`src/rtl/pwm_pkg.sv`:
```
// Shared types for the level-shifted multilevel PWM bank: control FSM states
// and carrier ramp direction.
package pwm_pkg;

    typedef enum logic [1:0] {
        IDLE   = 2'd0,
        DIVIDE = 2'd1,
        RUN    = 2'd2
    } state_t;

    typedef enum logic {
        UP   = 1'b0,
        DOWN = 1'b1
    } dir_t;

endpackage

```
`src/rtl/pwm_band_divider.sv`:
```
// Sequential restoring divider: one quotient bit per clock, BIT_WIDTH clocks
// from i_start to a one-cycle o_done pulse; o_quotient holds until the next start.
module pwm_band_divider #(
    parameter int BIT_WIDTH = 16
) (
    input  logic                 MClk,
    input  logic                 RstN,
    input  logic                 i_start,
    input  logic [BIT_WIDTH-1:0] i_dividend,
    input  logic [BIT_WIDTH-1:0] i_divisor,
    output logic                 o_done,
    output logic [BIT_WIDTH-1:0] o_quotient
);

    localparam int CW = $clog2(BIT_WIDTH + 1);

    logic [BIT_WIDTH-1:0] r_rem;
    logic [BIT_WIDTH-1:0] r_quo;
    logic [CW-1:0]        r_cnt;
    logic                 r_busy;
    logic                 r_done;

    logic [BIT_WIDTH:0]   w_trial;
    logic                 w_bit;
    logic [BIT_WIDTH-1:0] w_rem_next;

    // The dividend shifts out of r_quo MSB-first while quotient bits shift in.
    assign w_trial    = {r_rem, r_quo[BIT_WIDTH-1]};
    assign w_bit      = (w_trial >= {1'b0, i_divisor});
    assign w_rem_next = w_bit ? BIT_WIDTH'(w_trial - {1'b0, i_divisor})
                              : w_trial[BIT_WIDTH-1:0];

    // Iteration registers and completion pulse
    always_ff @(posedge MClk or negedge RstN) begin
        if (!RstN) begin
            r_rem  <= '0;
            r_quo  <= '0;
            r_cnt  <= '0;
            r_busy <= 1'b0;
            r_done <= 1'b0;
        end else if (i_start) begin
            r_rem  <= '0;
            r_quo  <= i_dividend;
            r_cnt  <= CW'(BIT_WIDTH);
            r_busy <= 1'b1;
            r_done <= 1'b0;
        end else if (r_busy) begin
            r_rem  <= w_rem_next;
            r_quo  <= {r_quo[BIT_WIDTH-2:0], w_bit};
            r_cnt  <= r_cnt - CW'(1);
            r_busy <= (r_cnt != CW'(1));
            r_done <= (r_cnt == CW'(1));
        end else begin
            r_done <= 1'b0;
        end
    end

    assign o_done     = r_done;
    assign o_quotient = r_quo;

endmodule

```
`src/rtl/multilevel_pwm_bank.sv`:
```
// Level-shifted multilevel PWM: one shared triangle carrier of band width
// W = PWMMaxCount/LEVELS, offset by k*W per level, with per-level dead time.
module multilevel_pwm_bank
    import pwm_pkg::*;
#(
    parameter int LEVELS    = 4,
    parameter int BIT_WIDTH = 16
) (
    input  logic                  MClk,
    input  logic                  RstN,
    input  logic                  Start,
    input  logic [BIT_WIDTH-1:0]  PWMMaxCount,
    input  logic [BIT_WIDTH-1:0]  StepSize,
    input  logic [BIT_WIDTH-1:0]  DeadTimeCount,
    input  logic [BIT_WIDTH-1:0]  Compare,
    output logic [2*LEVELS-1:0]   S,
    output logic                  Ready,
    output logic                  CfgErr,
    output logic                  PeriodStart
);

    localparam int BW = BIT_WIDTH;

    state_t          r_state;
    dir_t            r_dir;
    logic [BW-1:0]   r_step;
    logic [BW-1:0]   r_dt;
    logic [BW-1:0]   r_w;
    logic [BW-1:0]   r_t;
    logic [BW-1:0]   r_cmp_sh;
    logic            r_ready;
    logic            r_cfg_err;
    logic            r_period_start;

    logic            w_div_start;
    logic            w_div_done;
    logic [BW-1:0]   w_quotient;
    logic            w_run_go;
    logic [BW:0]     w_up_sum;
    logic [BW:0]     w_w_m1;
    logic            w_up_hit;
    logic            w_dn_hit;
    logic [BW-1:0]   w_dn_val;

    assign w_div_start = Start && (r_state != DIVIDE);
    assign w_run_go    = (r_state == RUN) && !Start;

    pwm_band_divider #(
        .BIT_WIDTH (BW)
    ) u_divider (
        .MClk       (MClk),
        .RstN       (RstN),
        .i_start    (w_div_start),
        .i_dividend (PWMMaxCount),
        .i_divisor  (BW'(LEVELS)),
        .o_done     (w_div_done),
        .o_quotient (w_quotient)
    );

    // Carrier turn-around tests are done one bit wider so T+StepSize cannot wrap.
    assign w_up_sum = {1'b0, r_t} + {1'b0, r_step};
    assign w_w_m1   = {1'b0, r_w} - (BW + 1)'(1);
    assign w_up_hit = (w_up_sum >= w_w_m1);
    assign w_dn_hit = (r_t <= r_step);
    assign w_dn_val = r_t - r_step;

    // Control FSM, shared carrier and compare shadow
    always_ff @(posedge MClk or negedge RstN) begin
        if (!RstN) begin
            r_state        <= IDLE;
            r_dir          <= UP;
            r_step         <= '0;
            r_dt           <= '0;
            r_w            <= '0;
            r_t            <= '0;
            r_cmp_sh       <= '0;
            r_ready        <= 1'b0;
            r_cfg_err      <= 1'b0;
            r_period_start <= 1'b0;
        end else begin
            case (r_state)
                IDLE: begin
                    if (Start) begin
                        r_step    <= StepSize;
                        r_dt      <= DeadTimeCount;
                        r_cfg_err <= 1'b0;
                        r_state   <= DIVIDE;
                    end
                end
                DIVIDE: begin
                    if (w_div_done) begin
                        if ((w_quotient == '0) || (r_step == '0)) begin
                            r_cfg_err <= 1'b1;
                            r_state   <= IDLE;
                        end else begin
                            r_state  <= RUN;
                            r_ready  <= 1'b1;
                            r_w      <= w_quotient;
                            r_t      <= '0;
                            r_dir    <= UP;
                            r_cmp_sh <= Compare;
                        end
                    end
                end
                RUN: begin
                    if (Start) begin
                        r_step         <= StepSize;
                        r_dt           <= DeadTimeCount;
                        r_cfg_err      <= 1'b0;
                        r_state        <= DIVIDE;
                        r_ready        <= 1'b0;
                        r_period_start <= 1'b0;
                        r_t            <= '0;
                    end else if (r_w == BW'(1)) begin
                        // Degenerate band: every cycle is a valley.
                        r_t            <= '0;
                        r_period_start <= 1'b1;
                        r_cmp_sh       <= Compare;
                    end else if (r_dir == UP) begin
                        r_period_start <= 1'b0;
                        if (w_up_hit) begin
                            r_t   <= w_w_m1[BW-1:0];
                            r_dir <= DOWN;
                        end else begin
                            r_t <= w_up_sum[BW-1:0];
                        end
                    end else if (w_dn_hit) begin
                        r_t            <= '0;
                        r_dir          <= UP;
                        r_period_start <= 1'b1;
                        r_cmp_sh       <= Compare;
                    end else begin
                        r_t            <= w_dn_val;
                        r_period_start <= 1'b0;
                    end
                end
                default: begin
                    r_state        <= IDLE;
                    r_ready        <= 1'b0;
                    r_period_start <= 1'b0;
                end
            endcase
        end
    end

    assign Ready       = r_ready;
    assign CfgErr      = r_cfg_err;
    assign PeriodStart = r_period_start;

    for (genvar k = 0; k < LEVELS; k++) begin : g_level
        localparam logic [BW:0] K_MULT = (BW + 1)'(k);

        logic [BW:0]   w_pos;
        logic          r_p;
        logic          r_lvl;
        logic [BW-1:0] r_dt_cnt;
        logic [1:0]    r_pair;

        assign w_pos = {1'b0, r_t} + K_MULT * {1'b0, r_w};

        // Level comparator, one cycle behind the carrier
        always_ff @(posedge MClk or negedge RstN) begin
            if (!RstN) begin
                r_p <= 1'b0;
            end else if (w_run_go) begin
                r_p <= ({1'b0, r_cmp_sh} > w_pos);
            end else begin
                r_p <= 1'b0;
            end
        end

        // Dead-time channel: r_pair = {complement, top}, never 2'b11
        always_ff @(posedge MClk or negedge RstN) begin
            if (!RstN) begin
                r_lvl    <= 1'b0;
                r_dt_cnt <= '0;
                r_pair   <= 2'b00;
            end else if (!w_run_go) begin
                r_lvl    <= 1'b0;
                r_dt_cnt <= '0;
                r_pair   <= 2'b00;
            end else if (r_p != r_lvl) begin
                r_lvl <= r_p;
                if (r_dt == '0) begin
                    r_dt_cnt <= '0;
                    r_pair   <= {~r_p, r_p};
                end else begin
                    r_dt_cnt <= r_dt;
                    r_pair   <= 2'b00;
                end
            end else if (r_dt_cnt > BW'(1)) begin
                r_dt_cnt <= r_dt_cnt - BW'(1);
                r_pair   <= 2'b00;
            end else begin
                r_dt_cnt <= '0;
                r_pair   <= {~r_lvl, r_lvl};
            end
        end

        assign S[2*k+1:2*k] = r_pair;
    end

endmodule
```
`config.mk`:
```
export PLATFORM = sky130hd
export DESIGN_NAME = multilevel_pwm_bank
export DESIGN_NICKNAME = d
export VERILOG_FILES = /design/src/rtl/pwm_pkg.sv /design/src/rtl/pwm_band_divider.sv /design/src/rtl/multilevel_pwm_bank.sv
export SDC_FILE = /design/constraint.sdc
export NUM_CORES = 1
export LEC_CHECK = 0
export CORE_MARGIN = 2
export CORE_UTILIZATION = 62
export DETAILED_ROUTE_END_ITERATION = 16
export PLACE_DENSITY = 0.82
export RECOVER_POWER = 50
export SLEW_MARGIN = 20
export SYNTH_ARGS = -nofsm -noshare
export SYNTH_HDL_FRONTEND = slang
export SYNTH_SLANG_ARGS = --single-unit
```
`constraint.sdc`:
```
create_clock -name MClk -period 4.8 [get_ports MClk]
set_clock_uncertainty 0.05 [all_clocks]
set_input_delay 0.96 -clock MClk [delete_from_list [all_inputs] [get_ports MClk]]
set_output_delay 0.96 -clock MClk [all_outputs]
set_load 0.02 [all_outputs]
```
# Word level (Yosys, flattened, before mapping)
# Index checks and enable logic that the tools add are counted.
# op_classes
add_sub_neg,12
n_mul,1
magnitude_cmp,11
eq_ne,23
mux,91
bitwise_logic,10
n_reduce_logical,21
# ops
op,n
2-to-1 mux 16 bit,31
greater-than comparator 16 x 1 -> 1 bit (second input constant),4
one-hot mux 16 bit (2 select lines),2
subtractor 16 x 1 -> 16 bit (second input constant),4
greater-than comparator 16 x 17 -> 1 bit,3
zero test 16 bit,3
2-to-1 mux 2 bit,19
adder 16 x 16 -> 17 bit,2
adder 16 x 17 -> 17 bit,2
2-to-1 mux 1 bit,32
greater-or-equal comparator 17 bit,1
greater-or-equal comparator 17 x 3 -> 1 bit (second input constant),1
multiplier 2 x 16 -> 17 bit (first input constant),1
subtractor 16 x 1 -> 17 bit (second input constant),1
equality test 16 x 1 -> 1 bit (second input constant),1
greater-than comparator 16 bit,1
<= comparator 16 bit,1
subtractor 16 bit,1
subtractor 16 x 3 -> 16 bit (second input constant),1
inequality test 2 x 1 -> 1 bit (second input constant),7
2-to-1 mux 5 bit,2
inequality test 2 bit (second input constant),5
NOT 1 bit,10
AND reduction 4 bit,2
other kinds (20),32
# totals
register_bits,205
inputBits,67
output_inout_bits,11
word_cells,200

# Depth between registers and ports, before layout
# logic_depth
word_depth,7
depth_mapped,20

# Hierarchy
# From an unflattened synthesis, not the netlist that was laid out.
# unflattened
cells_unflattened,1938
hier_area_um2,16935.0
# by_module_without_submodules
module,instances,cells_per_inst,area_per_inst_um2
multilevel_pwm_bank,1,1609,14005.9
pwm_band_divider,1,329,2929.1

# Worst setup path after synthesis
# No wires, ideal clock.
# synth_path
path_kind,reg2reg
startpoint,reg r_t[0]
endpoint,reg r_t[0]
setup_ns,0.122
arrival_time_ns,3.932
setup_slack_ns,0.697
path_stages_with_launch,18
period_less_slack_ns,4.103
cell_sequence,dfrtp_1 -> ha_1 -> fa_1 -> nand2b_1 -> a221oi_1 -> o41a_1 -> nor3_1 -> nor2_1 -> xnor2_1 -> ha_1 -> a21oi_1 -> o21ai_0 -> a2111oi_0 -> a21oi_1 -> nor2_2 -> buf_2 -> o21ai_0 -> a32o_1
# synth_between
elab_chain_cells,7
word_cells_on_any_way,10
classes_between,add/sub (2); order compare (2); mux (6)
# synth_lines
item,line_no,text
"start, declared",multilevel_pwm_bank.sv:29,logic [BW-1:0] r_t;
"start signal, assigned",multilevel_pwm_bank.sv:122,r_t <= w_w_m1[BW-1:0];
"start signal, assigned",multilevel_pwm_bank.sv:125,r_t <= w_up_sum[BW-1:0];
"start signal, assigned",multilevel_pwm_bank.sv:133,r_t <= w_dn_val;
adder 16 x 16 -> 17 bit,multilevel_pwm_bank.sv:61,"assign w_up_sum = {1'b0, r_t} + {1'b0, r_step};"
greater-or-equal comparator 17 bit,multilevel_pwm_bank.sv:63,assign w_up_hit = (w_up_sum >= w_w_m1);
2-to-1 mux 16 bit,multilevel_pwm_bank.sv:121,if (w_up_hit) begin
2-to-1 mux 16 bit (*),multilevel_pwm_bank.sv:119,end else if (r_dir == UP) begin
2-to-1 mux 16 bit (*),multilevel_pwm_bank.sv:114,end else if (r_w == BW'(1)) begin
2-to-1 mux 16 bit (*),multilevel_pwm_bank.sv:106,if (Start) begin
one-hot mux 16 bit (2 select lines) (*),multilevel_pwm_bank.sv:81,case (r_state)
# Mark *: on every way between the ends. The rest lies on a longest branch, timed or not.
# A chain may end at the register's enable or synchronous reset.

# Final worst setup path
# layout_path
startpoint,reg r_t[1]
endpoint,reg g_level[3].r_p
# layout_between
elab_chain_cells,3
# layout_lines
item,line_no,text
adder 16 x 17 -> 17 bit,multilevel_pwm_bank.sv:159,"assign w_pos = {1'b0, r_t} + K_MULT * {1'b0, r_w};"
greater-than comparator 16 x 17 -> 1 bit,multilevel_pwm_bank.sv:166,"r_p <= ({1'b0, r_cmp_sh} > w_pos);"
2-to-1 mux 1 bit,multilevel_pwm_bank.sv:165,end else if (w_run_go) begin
"end signal, assigned",multilevel_pwm_bank.sv:166,
"end, declared",multilevel_pwm_bank.sv:154,logic r_p;
# No other way between the ends.

==> results_dict.tcl <==
set metrics [dict create \
    syn_inst 1747 \
    hold_viol 0 \
    yosysTopAreaCellShare_pct 32.2 \
    grt.total_usage_pct 31.3 \
    drt_wl_total_mm 41.6 \
    pin_count 78 \
    setup_viol 0 \
    finalWorstSetupSlack_ps 251 \
    whs_endpoint "r_state[0]" \
    yosysWarningCount 0 \
    clock_latency_ps 530 \
    final_layout_size_suffix_gt1_share_pct 7.98 \
    drtIter0Drc 900 \
    crit_buf_inv 2 \
    pre_cts_slack_ps 188 \
    post-route-min-period_ps 4550 \
    synth.most_common_cell "dfrtp_1" \
    cpLargestDelayFamily "compound AO/OA/AOI/OAI gates" \
    cts_resized 0 \
    crit_type "reg2reg" \
    maxSlewHeadroom_pct -79.1 \
    final_antenna_net_count 0 \
    violations "max-capacitance violations, max-slew violations" \
    stdcell_area_sq_um 17900 \
    cp_max_fo 6 \
    holdPathStages 1 \
    syn_area_per_cell_sq_um 9.11 \
    max_slew.worst_pin.slew_ps 2690 \
    num_vias 13300 \
    syn-cell-area_sq_um 15900 \
    ir_worst_vdd_uv 613 \
    die_h_microns 164 \
    grt_max_degree 110 \
    numCtsBuffers 24 \
    rsz0062_at_grt "false" \
    cts_tree "built" \
    rows 58 \
    cts_buffer_depth 3 \
    r2r-start "r_t[1]" \
    wl_per_cell_microns 19.1 \
    post_cts_buffers 0 \
    hold-worst-slack_ps 470 \
    first_pass_iters 5 \
    yosys-top-cells-area "dfrtp_1 (32%), ha_1 (15%), xnor2_1 (4.6%)" \
    die_area_sq_um 27000 \
    holdBufCountCts 0 \
    n_antenna_cell 0 \
    cts_root_buf "clkbuf_16" \
    dominantRegCellSynth "dfrtp_1" \
    io_buffers 77 \
    cp-start-kind "flop" \
    htreeDepth 1 \
    nets 2103 \
    slew_viol_final 227 \
    synth-seq-cells 205 \
    grt_pass1_wl_mm 67.3 \
    overflow 0 \
    place_area_sq_um 17100 \
    avgViaCountPerCell 6.14 \
    drv_cap 3 \
    synth.largest_area_cell "dfrtp_1" \
    status "complete, but fails checks" \
    max_freq_ghz 0.220 \
    setup_tns_ps 0 \
    synthArstFlopShare_pct 100 \
    reg2reg_to "g_level[3].r_p" \
    syn-num-nets 2025 \
    required_ps 5130 \
    power_density_nw_per_um2 770 \
    drc 0 \
    gp_congestion 0.951 \
    syn2layout_area_growth_pct 12.7 \
    synth.distinct_cells 73 \
    cp_cell_sequence "buf_4, fa_1, ha_1, inv_1, fa_1, nor2b_1, o21ai_0, a21boi_0, o211ai_1, nand2_1, a211o_1, a21oi_1, xor2_1, ha_1, or3_1, a221oi_1, o21ai_0, nand2_1, a311oi_1" \
    hp-start "u_divider.o_done" \
    hold_class "reg2reg" \
    fin_crit_sh_pct 94.8 \
    cts_sinks 205 \
    r2r_cells 19 \
    ys_seq_area_share_pct 32.2 \
    ff2ff_setup_slack_ps 250 \
    cp_slowest_cell "fa_1" \
    hpwl_mm 31.4 \
    yosys-top-cells-count "dfrtp_1 (205), ha_1 (191), nor2_1 (175)" \
    cp.arrival_ps 4880 \
    synth_edf_count 0 \
    critPathMaxStageDelay_ps 450 \
    antenna_found_initial 0 \
    crit_path_end_kind "flop" \
    start_util_pct 63.2 \
    clk_pin_slew_ps 60 \
    die_w_microns 164 \
    leakagePower_uw 0.00829 \
    core-area_sq_um 25200 \
    grt_pass1_vias 13100 \
]
-- cell usage in the layout (no fill, tap or decap), types with 22 or more instances in the layout --
cell type / synthesis / final
nand2_1: 99 / 98
nand4_1: 24 / 24
a21oi_1: 140 / 139
inv_1: 104 / 104
nand3_1: 30 / 30
ha_1: 191 / 191
clkdlybuf4s50_1: 0 / 75
xor2_1: 65 / 64
mux2i_1: 26 / 26
mux2_2: 40 / 40
clkbuf_16: 0 / 24
a21o_1: 22 / 22
buf_4: 3 / 30
xnor2_1: 84 / 84
nor3_1: 78 / 78
a22oi_1: 31 / 31
o21ai_0: 91 / 91
nor4_1: 33 / 33
nor2_1: 175 / 175
dfrtp_1: 205 / 205
-- cell families (layout without fill, tap and decap cells) --
family                   count (synthesis)  after routing  share of synthesized area (%)
flip-flops                             205            205                           32.2
adder cells (fa/ha/maj)                211            211                           17.5
AO/OA/AOI/OAI                          400            400                           15.8
buffers and inverters                  164            259                           4.21
multiplexers                            76             76                           5.41
AND/OR/NAND/NOR                        542            542                           16.6
XOR/XNOR                               149            149                           8.20
-- power by group --
group / leakage, uW / switching, uW / internal [uW] / total (uW)
clock: 0.000405 / 754 / 1170 / 1930
combinational: 0.00523 / 4930 / 3820 / 8760
sequential: 0.00265 / 914 / 2220 / 3140
total: 0.00829 / 6600 / 7210 / 13800
-- state kept, by name, indices dropped and copies added (netlist names), 2 cells and up --
signal,cells
g_level.r_dt_cnt,64
r_cmp_sh,16
r_dt,16
r_step,16
r_t,16
r_w,16
u_divider.o_quotient,16
u_divider.r_rem,16
g_level.r_pair,8
u_divider.r_cnt,5
g_level.r_lvl,4
g_level.r_p,4
r_state,2
-- area by class of cell --
type / instances / area, sq um
flip-flops and latches: 205 / 5130
repair buffers: 112 / 1030
well taps: 330 / 413
multi-input cells: 1378 / 10100
clock inverters: 9 / 136
inverters: 104 / 390
clock buffers: 34 / 698
fillers: 1888 / 7240
-- stage by stage --
stage | cells | utilization, % | total power (uW)
finish | 2172 | 71.3 | 13800
floorplan | 1747 | - | 9180
global placement | 2129 | 68.0 | 11300
detailed placement | 2129 | 68.0 | 11600
global route | 2172 | 71.3 | 15000
CTS | 2172 | 71.3 | 13600
-- metal layers --
metal / up-vias / routed length [microns] / global-route usage [%]
met1: 6404 / 17300 / 39.6
met5: - / 0 / 0
met4: 0 / 1780 / 12.6
li1: 6402 / - / -
met3: 115 / 2330 / 4.29
met2: 421 / 20200 / 54.2
-- how the worst max path moves through the flow --
stage,start,end,slack (ps),cells past startpoint
after floorplan,r_t[0],r_t[0],700,17
after global placement,r_step[0],r_t[0],390,17
after detailed placement,r_step[0],r_t[15],190,18
after CTS,r_step[0],r_t[15],160,18
after global routing,r_t[1],g_level[3].r_p,4,19
final,r_t[1],g_level[3].r_p,250,19
(Power assumes the default switching activity.)
